$ cat src/rtl/dmrf_ctrl_fsm_if.sv
// dmrf_ctrl_fsm_if: control bundle between the multicycle sequencer and the
// FullDMRFALU datapath. The sequencer is the initiating end (master): it takes
// the instruction fields and drives the datapath strobes.
interface dmrf_ctrl_fsm_if;
  // instruction side
  logic        start;
  logic [3:0]  opcode;
  logic [3:0]  funct;
  logic [15:0] imm;
  // datapath control strobes
  logic        MemWrite;
  logic        MemRead;
  logic        RegWrite;
  logic [1:0]  ALUOp;
  logic [3:0]  FuncCode;
  logic [15:0] SEin;
  logic        sel;
  // status
  logic        busy;
  logic        done;
  logic        err;

  modport master (
    input  start, opcode, funct, imm,
    output MemWrite, MemRead, RegWrite, ALUOp, FuncCode, SEin, sel,
    output busy, done, err
  );

  modport slave (
    output start, opcode, funct, imm,
    input  MemWrite, MemRead, RegWrite, ALUOp, FuncCode, SEin, sel,
    input  busy, done, err
  );
endinterface

$ cat src/rtl/dmrf_ctrl_fsm.sv
// dmrf_ctrl_fsm: multicycle control sequencer for the FullDMRFALU datapath.
// One instruction per start/done handshake, stepping DECODE -> EXEC -> (MEM) ->
// (WB) -> DONE. Every output is a register loaded from the next-state value, so
// the strobes line up exactly with the state they belong to (Moore).
// Optional feature: define DMRF_CTRL_ILLEGAL_TRAP_EN to make an illegal opcode
// raise a sticky err and lock the sequencer in IDLE until rst. Without it err
// is tied low and an illegal opcode finishes as a NOP.
module dmrf_ctrl_fsm (
  input  logic           clk,
  input  logic           rst,
  dmrf_ctrl_fsm_if.master bus
);

  localparam logic [2:0] S_IDLE   = 3'd0;
  localparam logic [2:0] S_DECODE = 3'd1;
  localparam logic [2:0] S_EXEC   = 3'd2;
  localparam logic [2:0] S_MEM    = 3'd3;
  localparam logic [2:0] S_WB     = 3'd4;
  localparam logic [2:0] S_DONE   = 3'd5;

  localparam logic [3:0] OP_R    = 4'd0;
  localparam logic [3:0] OP_LW   = 4'd1;
  localparam logic [3:0] OP_SW   = 4'd2;
  localparam logic [3:0] OP_ADDI = 4'd3;

  logic [2:0]  r_state;
  logic [2:0]  w_state_next;
  logic [3:0]  r_opcode;
  logic [3:0]  r_funct;
  logic [15:0] r_imm;
  logic        w_accept;
  logic        w_legal;
  logic        w_trap;

  logic        r_mem_write, w_mem_write_next;
  logic        r_mem_read,  w_mem_read_next;
  logic        r_reg_write, w_reg_write_next;
  logic [1:0]  r_alu_op,    w_alu_op_next;
  logic [3:0]  r_func_code, w_func_code_next;
  logic [15:0] r_se_in,     w_se_in_next;
  logic        r_sel,       w_sel_next;
  logic        r_busy,      w_busy_next;
  logic        r_done,      w_done_next;
  logic        w_hold;

`ifdef DMRF_CTRL_ILLEGAL_TRAP_EN
  logic r_err;
  logic w_err_next;
  assign w_trap = r_err;
`else
  assign w_trap = 1'b0;
`endif

  // Only opcodes 0..3 have a datapath meaning.
  assign w_legal  = (r_opcode == OP_R) || (r_opcode == OP_LW) ||
                    (r_opcode == OP_SW) || (r_opcode == OP_ADDI);
  // A new instruction is taken only between instructions and never while trapped.
  assign w_accept = ((r_state == S_IDLE) || (r_state == S_DONE)) && bus.start && !w_trap;

  // Next-state selection: the path length depends only on the captured opcode.
  always_comb begin
    w_state_next = r_state;
    case (r_state)
      S_IDLE:   w_state_next = w_accept ? S_DECODE : S_IDLE;
      S_DECODE: w_state_next = w_legal ? S_EXEC : S_DONE;
      S_EXEC:   w_state_next = ((r_opcode == OP_LW) || (r_opcode == OP_SW)) ? S_MEM : S_WB;
      S_MEM:    w_state_next = (r_opcode == OP_LW) ? S_WB : S_DONE;
      S_WB:     w_state_next = S_DONE;
      S_DONE:   w_state_next = w_accept ? S_DECODE : S_IDLE;
      default:  w_state_next = S_IDLE;
    endcase
  end

  // Output values for the state about to be entered. On an accept the next
  // state is DECODE, where everything is low, so r_opcode is always the right
  // opcode to decode here.
  always_comb begin
    w_hold           = w_legal && ((w_state_next == S_EXEC) || (w_state_next == S_MEM) ||
                                   (w_state_next == S_WB)   || (w_state_next == S_DONE));
    w_mem_write_next = (w_state_next == S_MEM) && (r_opcode == OP_SW);
    w_mem_read_next  = ((w_state_next == S_MEM) || (w_state_next == S_WB)) && (r_opcode == OP_LW);
    w_reg_write_next = (w_state_next == S_WB);
    w_sel_next       = (w_state_next == S_WB) && (r_opcode == OP_LW);
    w_alu_op_next    = (w_hold && (r_opcode == OP_R)) ? 2'd2 : 2'd0;
    w_func_code_next = (w_hold && (r_opcode == OP_R)) ? r_funct : 4'd0;
    w_se_in_next     = w_hold ? r_imm : 16'd0;
    w_busy_next      = (w_state_next == S_DECODE) || (w_state_next == S_EXEC) ||
                       (w_state_next == S_MEM)    || (w_state_next == S_WB);
    w_done_next      = (w_state_next == S_DONE);
  end

  // State register and instruction capture; fields are sampled only on accept.
  always_ff @(posedge clk or posedge rst) begin
    if (rst) begin
      r_state  <= S_IDLE;
      r_opcode <= 4'd0;
      r_funct  <= 4'd0;
      r_imm    <= 16'd0;
    end else begin
      r_state <= w_state_next;
      if (w_accept) begin
        r_opcode <= bus.opcode;
        r_funct  <= bus.funct;
        r_imm    <= bus.imm;
      end
    end
  end

  // Registered control outputs; reset drops any pending strobe immediately.
  always_ff @(posedge clk or posedge rst) begin
    if (rst) begin
      r_mem_write <= 1'b0;
      r_mem_read  <= 1'b0;
      r_reg_write <= 1'b0;
      r_alu_op    <= 2'd0;
      r_func_code <= 4'd0;
      r_se_in     <= 16'd0;
      r_sel       <= 1'b0;
      r_busy      <= 1'b0;
      r_done      <= 1'b0;
    end else begin
      r_mem_write <= w_mem_write_next;
      r_mem_read  <= w_mem_read_next;
      r_reg_write <= w_reg_write_next;
      r_alu_op    <= w_alu_op_next;
      r_func_code <= w_func_code_next;
      r_se_in     <= w_se_in_next;
      r_sel       <= w_sel_next;
      r_busy      <= w_busy_next;
      r_done      <= w_done_next;
    end
  end

`ifdef DMRF_CTRL_ILLEGAL_TRAP_EN
  // Sticky trap flag, raised together with the DONE of an illegal opcode.
  always_comb begin
    w_err_next = r_err || ((w_state_next == S_DONE) && !w_legal);
  end

  // Trap flag register; only rst clears it.
  always_ff @(posedge clk or posedge rst) begin
    if (rst) r_err <= 1'b0;
    else     r_err <= w_err_next;
  end

  assign bus.err = r_err;
`else
  assign bus.err = 1'b0;
`endif

  assign bus.MemWrite = r_mem_write;
  assign bus.MemRead  = r_mem_read;
  assign bus.RegWrite = r_reg_write;
  assign bus.ALUOp    = r_alu_op;
  assign bus.FuncCode = r_func_code;
  assign bus.SEin     = r_se_in;
  assign bus.sel      = r_sel;
  assign bus.busy     = r_busy;
  assign bus.done     = r_done;

endmodule

$ cat src/flat_wrapper.sv
// flat-port wrapper written by rule: the top's interface ports become plain ports
module dmrf_ctrl_fsm_flat 
  (clk, rst, bus_start, bus_opcode, bus_funct, bus_imm, bus_MemWrite, bus_MemRead, bus_RegWrite, bus_ALUOp, bus_FuncCode, bus_SEin, bus_sel, bus_busy, bus_done, bus_err);
  dmrf_ctrl_fsm_if bus_i ();
  input  logic clk;
  input  logic rst;
  input wire logic [$bits(bus_i.start)-1:0] bus_start;
  input wire logic [$bits(bus_i.opcode)-1:0] bus_opcode;
  input wire logic [$bits(bus_i.funct)-1:0] bus_funct;
  input wire logic [$bits(bus_i.imm)-1:0] bus_imm;
  output wire logic [$bits(bus_i.MemWrite)-1:0] bus_MemWrite;
  output wire logic [$bits(bus_i.MemRead)-1:0] bus_MemRead;
  output wire logic [$bits(bus_i.RegWrite)-1:0] bus_RegWrite;
  output wire logic [$bits(bus_i.ALUOp)-1:0] bus_ALUOp;
  output wire logic [$bits(bus_i.FuncCode)-1:0] bus_FuncCode;
  output wire logic [$bits(bus_i.SEin)-1:0] bus_SEin;
  output wire logic [$bits(bus_i.sel)-1:0] bus_sel;
  output wire logic [$bits(bus_i.busy)-1:0] bus_busy;
  output wire logic [$bits(bus_i.done)-1:0] bus_done;
  output wire logic [$bits(bus_i.err)-1:0] bus_err;
  assign bus_i.start = bus_start;
  assign bus_i.opcode = bus_opcode;
  assign bus_i.funct = bus_funct;
  assign bus_i.imm = bus_imm;
  assign bus_MemWrite = bus_i.MemWrite;
  assign bus_MemRead = bus_i.MemRead;
  assign bus_RegWrite = bus_i.RegWrite;
  assign bus_ALUOp = bus_i.ALUOp;
  assign bus_FuncCode = bus_i.FuncCode;
  assign bus_SEin = bus_i.SEin;
  assign bus_sel = bus_i.sel;
  assign bus_busy = bus_i.busy;
  assign bus_done = bus_i.done;
  assign bus_err = bus_i.err;
  dmrf_ctrl_fsm u_core (.clk(clk), .rst(rst), .bus(bus_i));
endmodule
$ cat config.mk
export PLATFORM = sky130hd
export DESIGN_NAME = dmrf_ctrl_fsm_flat
export DESIGN_NICKNAME = d
export VERILOG_FILES = /design/src/rtl/dmrf_ctrl_fsm_if.sv /design/src/rtl/dmrf_ctrl_fsm.sv /design/src/flat_wrapper.sv
export SDC_FILE = /design/constraint.sdc
export NUM_CORES = 1
export LEC_CHECK = 0
export ABC_AREA = 0
export BUFFER_PORTS_ARGS = -buffer_cell sky130_fd_sc_hd__buf_2
export CAP_MARGIN = 20
export CORE_ASPECT_RATIO = 1.25
export CORE_MARGIN = 1
export CORE_UTILIZATION = 54
export CTS_BUF_LIST = sky130_fd_sc_hd__clkbuf_4
export CTS_CLUSTER_DIAMETER = 120
export DETAILED_ROUTE_END_ITERATION = 6
export PLACE_DENSITY_LB_ADDON = 0.25
export SYNTH_ARGS = -nofsm -noshare
export SYNTH_HDL_FRONTEND = slang
export SYNTH_SLANG_ARGS = --single-unit
export TNS_END_PERCENT = 30
$ cat constraint.sdc
create_clock -name clk -period 1.9 [get_ports clk]
set_input_delay 0.285 -clock clk [delete_from_list [all_inputs] [get_ports clk]]
set_output_delay 0.285 -clock clk [all_outputs]
set_load 0.01 [all_outputs]
==> results of run 1 <==
-- placed cells by master (no fill, tap or decap), types with 2 or more instances in the layout --
cell type   n
dfrtp_1    54
buf_2      53
mux2_2     23
and3_1     17
inv_1       5
a21oi_1     5
and2_1      5
clkbuf_4    5
nor2_1      4
buf_4       4
nor3_1      3
xor2_1      2
nand2_1     2
nand2b_1    2
nand3b_1    2
conb_1      2
clkinv_2    2
buf_12      2
-- through the flow --
step / power, mW / util / cell area [µm²]
after floorplan: 3.05 / - / 2070
after global placement: 3.44 / 0.667 / 2380
after detailed placement: 3.55 / 0.667 / 2380
after CTS: 4.15 / 0.691 / 2470
after global routing: 4.41 / 0.691 / 2470
final: 4.12 / 0.691 / 2470
-- logic make-up after synthesis --
family | after synthesis | share of synthesized area
AND/OR/NAND/NOR | 40 | 0.120
XOR/XNOR | 3 | 0.0127
other | 1 | 0.00181
flip-flops | 54 | 0.653
buffers and inverters | 16 | 0.0472
multiplexers | 24 | 0.132
AO/OA/AOI/OAI | 10 | 0.0326
-- worst min path at each step --
stage,slack [ns],start,to,cells past startpoint
floorplan,0.40,bus_opcode[0],u_core.r_opcode[0],2
global placement,0.36,rst,u_core.r_imm[12],2
detailed placement,0.37,rst,u_core.r_imm[13],2
CTS,0.12,bus_imm[14],u_core.r_imm[14],2
global route,0.11,bus_imm[6],u_core.r_imm[6],2
finish,0.13,bus_opcode[0],u_core.r_opcode[0],3
-- layout make-up --
class | count | area share
Tap cell | 39 | 0.0198
Clock buffer | 5 | 0.0152
Multi-Input combinational cell | 79 | 0.253
Sequential cell | 54 | 0.547
Inverter | 6 | 0.00912
Clock inverter | 3 | 0.0162
Timing Repair Buffer | 60 | 0.140
-- routing by layer --
metal	vias up	GRT usage
met5	-	0
met4	0	0.114
met3	12	0.0542
met2	38	0.333
met1	643	0.238
li1	617	-
-- critical path: stages (launching register included) --
cell and delay, ns:
dfrtp_1 0.50, xor2_1 0.22, nor3b_4 0.23, buf_12 0.21, mux2_2 0.36
-- registers in the layout, summed over array words and instances (netlist names), 3 cells and up --
register,flops
u_core.bus.FuncCode,4
u_core.bus.SEin,16
u_core.r_funct,4
u_core.r_imm,16
u_core.r_opcode,4
u_core.r_state,3
-- power breakdown --
| part | switching (mW) | internal [mW] | leakage [nW] |
|---|---|---|---|
| Combinational | 0.790 | 0.857 | 0.593 |
| Clock | 0.340 | 0.273 | 0.0450 |
| Sequential | 0.256 | 1.60 | 0.687 |
| Total | 1.39 | 2.73 | 1.33 |
==> results.py, run 1 <==
metrics = {
    "sta": {
        "tns_ns": 0,
        "setup_ws_ns": 0.256,
        "fin_skew_ns": 0.00896,
        "setup_viol": 0,
        "timing.hold.ws_ns": 0.129,
        "max_slew_margin": 0.625,
        "drv_slew": 0,
        "final.period_utilization": 0.865,
        "finalCriticalPeriod_ns": 1.64,
        "hold_viol_final": 0,
        "max_freq_mhz": 608,
        "rsz0062_at_grt": "no",
        "worst_pin_slew_ns": 0.562,
    },
    "setup_path": {
        "critical_path.startpoint_type": "register",
        "r2r_slack_ns": 0.26,
        "r2r_end": "u_core.r_imm[4]",
        "crit_fanout": 25,
        "crit_path_start": "u_core.r_state[2]",
        "arrival_ns": 1.91,
        "crit_required_ns": 2.17,
        "ff2ff_path_depth": 4,
        "end_kind": "register",
        "endpoint": "u_core.r_imm[4]",
        "worstSetupPathType": "register to register",
        "crit-reg2reg-launch": "u_core.r_state[2]",
    },
    "place": {
        "place_inst": 237,
        "portBuffers": 53,
        "gp_congestion": 0.836,
        "dp_hpwl_mm": 2.68,
        "preCtsSetupSlack_ns": 0.296,
    },
    "yosys": {
        "synth_commonest_cells": "dfrtp_1, mux2_2, and3_1",
        "synthCells": 148,
        "ys_types": 28,
        "yosys.area.top_type": "dfrtp_1",
        "yosys_warnings": 0,
        "synth.top_cell.area_share": 0.653,
        "synth.area.top_cells": "dfrtp_1, mux2_2, and3_1",
        "synthesis.area_mm2": 0.00207,
        "synth_area_per_cell_um2": 14.0,
        "ys.flop_type": "dfrtp_1",
        "ys_ff_latch": 54,
        "synth_most_common_cell": "dfrtp_1",
        "synth_edf_count": 0,
        "yosysSeqAreaShare": 0.653,
        "async_flop_share": 1.00,
    },
    "floorplan": {
        "num_rows": 24,
        "fp.dieH_um": 71.2,
        "core_mm2": 0.00357,
        "start_util": 0.579,
        "die_x_um": 57.4,
        "dieArea_mm2": 0.00409,
        "num_io_pins": 56,
    },
    "cts": {
        "root_buffer": "clkbuf_4",
        "cts_tree": "done",
        "numClockSinks": 54,
        "cts.repair.resized": 0,
        "cts_setup_buffers": 0,
        "worstSkewPairLatency_ns": 0.37,
        "clockBufferDepth": 2,
        "cts_hold_buf": 1,
        "htreeDepth": 2,
        "cts_inserted_buffers": 5,
        "clkTransAtPathRegs_ns": 0.14,
    },
    "routing": {
        "drcViolationCount": 3,
        "route.met3.wl_um": 210,
        "drtPass1Iterations": 6,
        "avgViaCountPerCell": 5.33,
        "via_count": 1310,
        "wl_per_cell_um": 14.7,
        "wl_met2_mm": 1.94,
        "antenna_left": 0,
        "drtIter0Drc": 37,
        "wl_met1_mm": 1.37,
        "top_layer": "met4",
        "drt_wl_total_mm": 3.62,
    },
    "outcome": {
        "violations": "design-rule violations",
        "outcome": "finished with violations",
    },
    "grt": {
        "grt_pass1_vias": 1361,
        "grt_overflow": 0,
        "grt_start_max_net_pins": 29,
        "grt_pass1_wl_mm": 6.15,
        "antenna_found_initial": 0,
        "grt_use_total": 0.202,
    },
    "pwr": {
        "power.density_mw_per_mm2": 1670,
        "vdd_drop_max_uv": 1050,
        "p_leak_nw": 1.33,
    },
    "layout": {
        "drive_gt1_frac": 0.459,
        "multi_input_area_um2": 624,
        "nFillCells": 268,
        "area_delta_synth_final_pct": 19.3,
        "ff_latch_area_mm2": 0.00135,
        "nets": 233,
        "n_antenna_cell": 0,
        "finalNonFillerCells": 246,
    },
    "flow_run": {
        "timing.max_cap.violations": 0,
    },
    "min_path": {
        "min_path_type": "input port to register",
    },
}
(Power assumes the default switching activity.)
==> inputs of run 2 (changes only) <==
- REMOVE_ABC_BUFFERS: default -> 1
==> results.py, run 2 (same netlist as run 1, synthesis figures left out) <==
metrics = {
    "pwr": {
        "pwr-share-seq": 0.472,
        "power.share.clock": 0.122,
        "power.density_mw_per_mm2": 1630,
        "power_frac_comb": 0.406,
        "vdd_drop_max_uv": 751,
        "p_leak_nw": 1.30,
        "power_switching_mw": 1.38,
        "p_sw_frac": 0.348,
        "intPower_mw": 2.58,
    },
    "grt": {
        "antenna_found_initial": 0,
        "grt_start_max_net_pins": 31,
        "grt_overflow": 0,
        "grt_pass1_vias": 1364,
        "grt_use_total": 0.203,
        "grt_pass1_wl_mm": 6.14,
    },
    "routing": {
        "drtPass1Iterations": 6,
        "antenna_left": 0,
        "drtIter0Drc": 34,
        "avgViaCountPerCell": 5.18,
        "wl_per_cell_um": 14.9,
        "drcViolationCount": 4,
        "via_count": 1264,
        "drt_wl_total_mm": 3.65,
    },
    "sta": {
        "fin_skew_ns": 0.0163,
        "max_slew_margin": 0.648,
        "worst_pin_slew_ns": 0.527,
        "max_freq_mhz": 599,
        "rsz0062_at_grt": "no",
        "setup_viol": 0,
        "tns_ns": 0,
        "hold_viol_final": 0,
        "final.period_utilization": 0.879,
        "drv_slew": 0,
        "finalCriticalPeriod_ns": 1.67,
    },
    "cts": {
        "cts_inserted_buffers": 5,
        "root_buffer": "clkbuf_4",
        "clkTransAtPathRegs_ns": 0.14,
        "worstSkewPairLatency_ns": 0.37,
        "htreeDepth": 2,
        "clockBufferDepth": 2,
        "numClockSinks": 54,
        "cts_tree": "done",
    },
    "setup_path": {
        "crit_fanout": 8,
        "crit_required_ns": 2.15,
        "end_kind": "register",
        "worstSetupPathType": "register to register",
        "critical_path.startpoint_type": "register",
        "arrival_ns": 1.92,
    },
    "floorplan": {
        "core_mm2": 0.00357,
        "dieArea_mm2": 0.00409,
        "num_io_pins": 56,
        "start_util": 0.579,
        "num_rows": 24,
        "fp.dieH_um": 71.2,
        "die_x_um": 57.4,
    },
    "place": {
        "gp_congestion": 0.773,
        "dp_hpwl_mm": 2.66,
        "portBuffers": 53,
    },
    "min_path": {
        "min_path_type": "input port to register",
    },
    "flow_run": {
        "timing.max_cap.violations": 0,
    },
    "layout": {
        "fin_util": 0.680,
        "area_delta_synth_final_pct": 17.5,
        "nets": 231,
        "drive_gt1_frac": 0.449,
        "final_cell_mix": "dfrtp_1, buf_2, mux2_2",
        "final_common_cell": "dfrtp_1",
        "n_antenna_cell": 0,
    },
    "outcome": {
        "violations": "design-rule violations",
        "outcome": "finished with violations",
    },
}
[run 2: critical path, stage by stage, from the launching register on]
cell and delay, ns:
dfrtp_1 0.53, inv_1 0.14, a21oi_1 0.21, o221ai_2 0.15, a21oi_2 0.22, mux2_4 0.32
[run 2: area by class of cell]
cell class | count | area [µm²]
multi-input combinational | 79 | 624
inverter | 6 | 22.5
fill | 277 | 1140
tap | 39 | 48.8
clock buffer | 6 | 45.0
sequential | 54 | 1350
clock inverter | 2 | 8.76
timing repair buffer | 58 | 330
[run 2: worst paths after layout]
kind,start,end,slack [ns],cells after the start
worst max-delay path,u_core.r_state[0],u_core.bus.busy,0.23,5
worst min-delay path,bus_opcode[0],u_core.r_opcode[0],0.11,3
worst max register to register,u_core.r_state[0],u_core.bus.busy,0.23,5
worst min register to register,u_core.r_funct[0],u_core.bus.FuncCode[0],0.50,1
max in group asynchronous,rst,u_core.bus.busy,0.87,4
min in group asynchronous,rst,u_core.r_opcode[2],0.48,3
[run 2: stage by stage]
step                      cell area, µm²  power, mW  instances  hold WS [ns]  setup slack [ns]
final                               2430       3.95        244         0.110             0.230
after global routing                2430       4.22        244         0.114            0.0879
after CTS                           2430       4.00        244         0.101             0.254
after detailed placement            2370       3.52        235         0.356             0.268
after global placement              2370       3.40        235         0.345             0.340
after floorplan                     2000       2.92        139         0.402            0.0177
[run 2: power groups by stage]
stage	clock network [mW]	registers, mW	logic [mW]
6_report	0.481	1.86	1.61
5_1_grt	0.533	1.93	1.76
4_1_cts	0.500	1.87	1.63
3_5_place_dp	0	1.90	1.62
3_3_place_gp	0	1.86	1.53
2_1_floorplan	0	1.92	0.997
[run 2: repair_timing]
item | 4_1_cts | 5_1_grt
setup buffers | 0 | 0
gates resized for setup | 0 | 0
hold endpoints to repair | 24 | 0
hold buffers | 1 | 0
[run 2: metal layers]
metal  up-vias  track usage  share of wire
met2        37        0.362           0.54
met4         0        0.103          0.027
met1       609        0.214           0.38
met5         -            0              0
li1        607            -              -
met3        11       0.0614          0.049
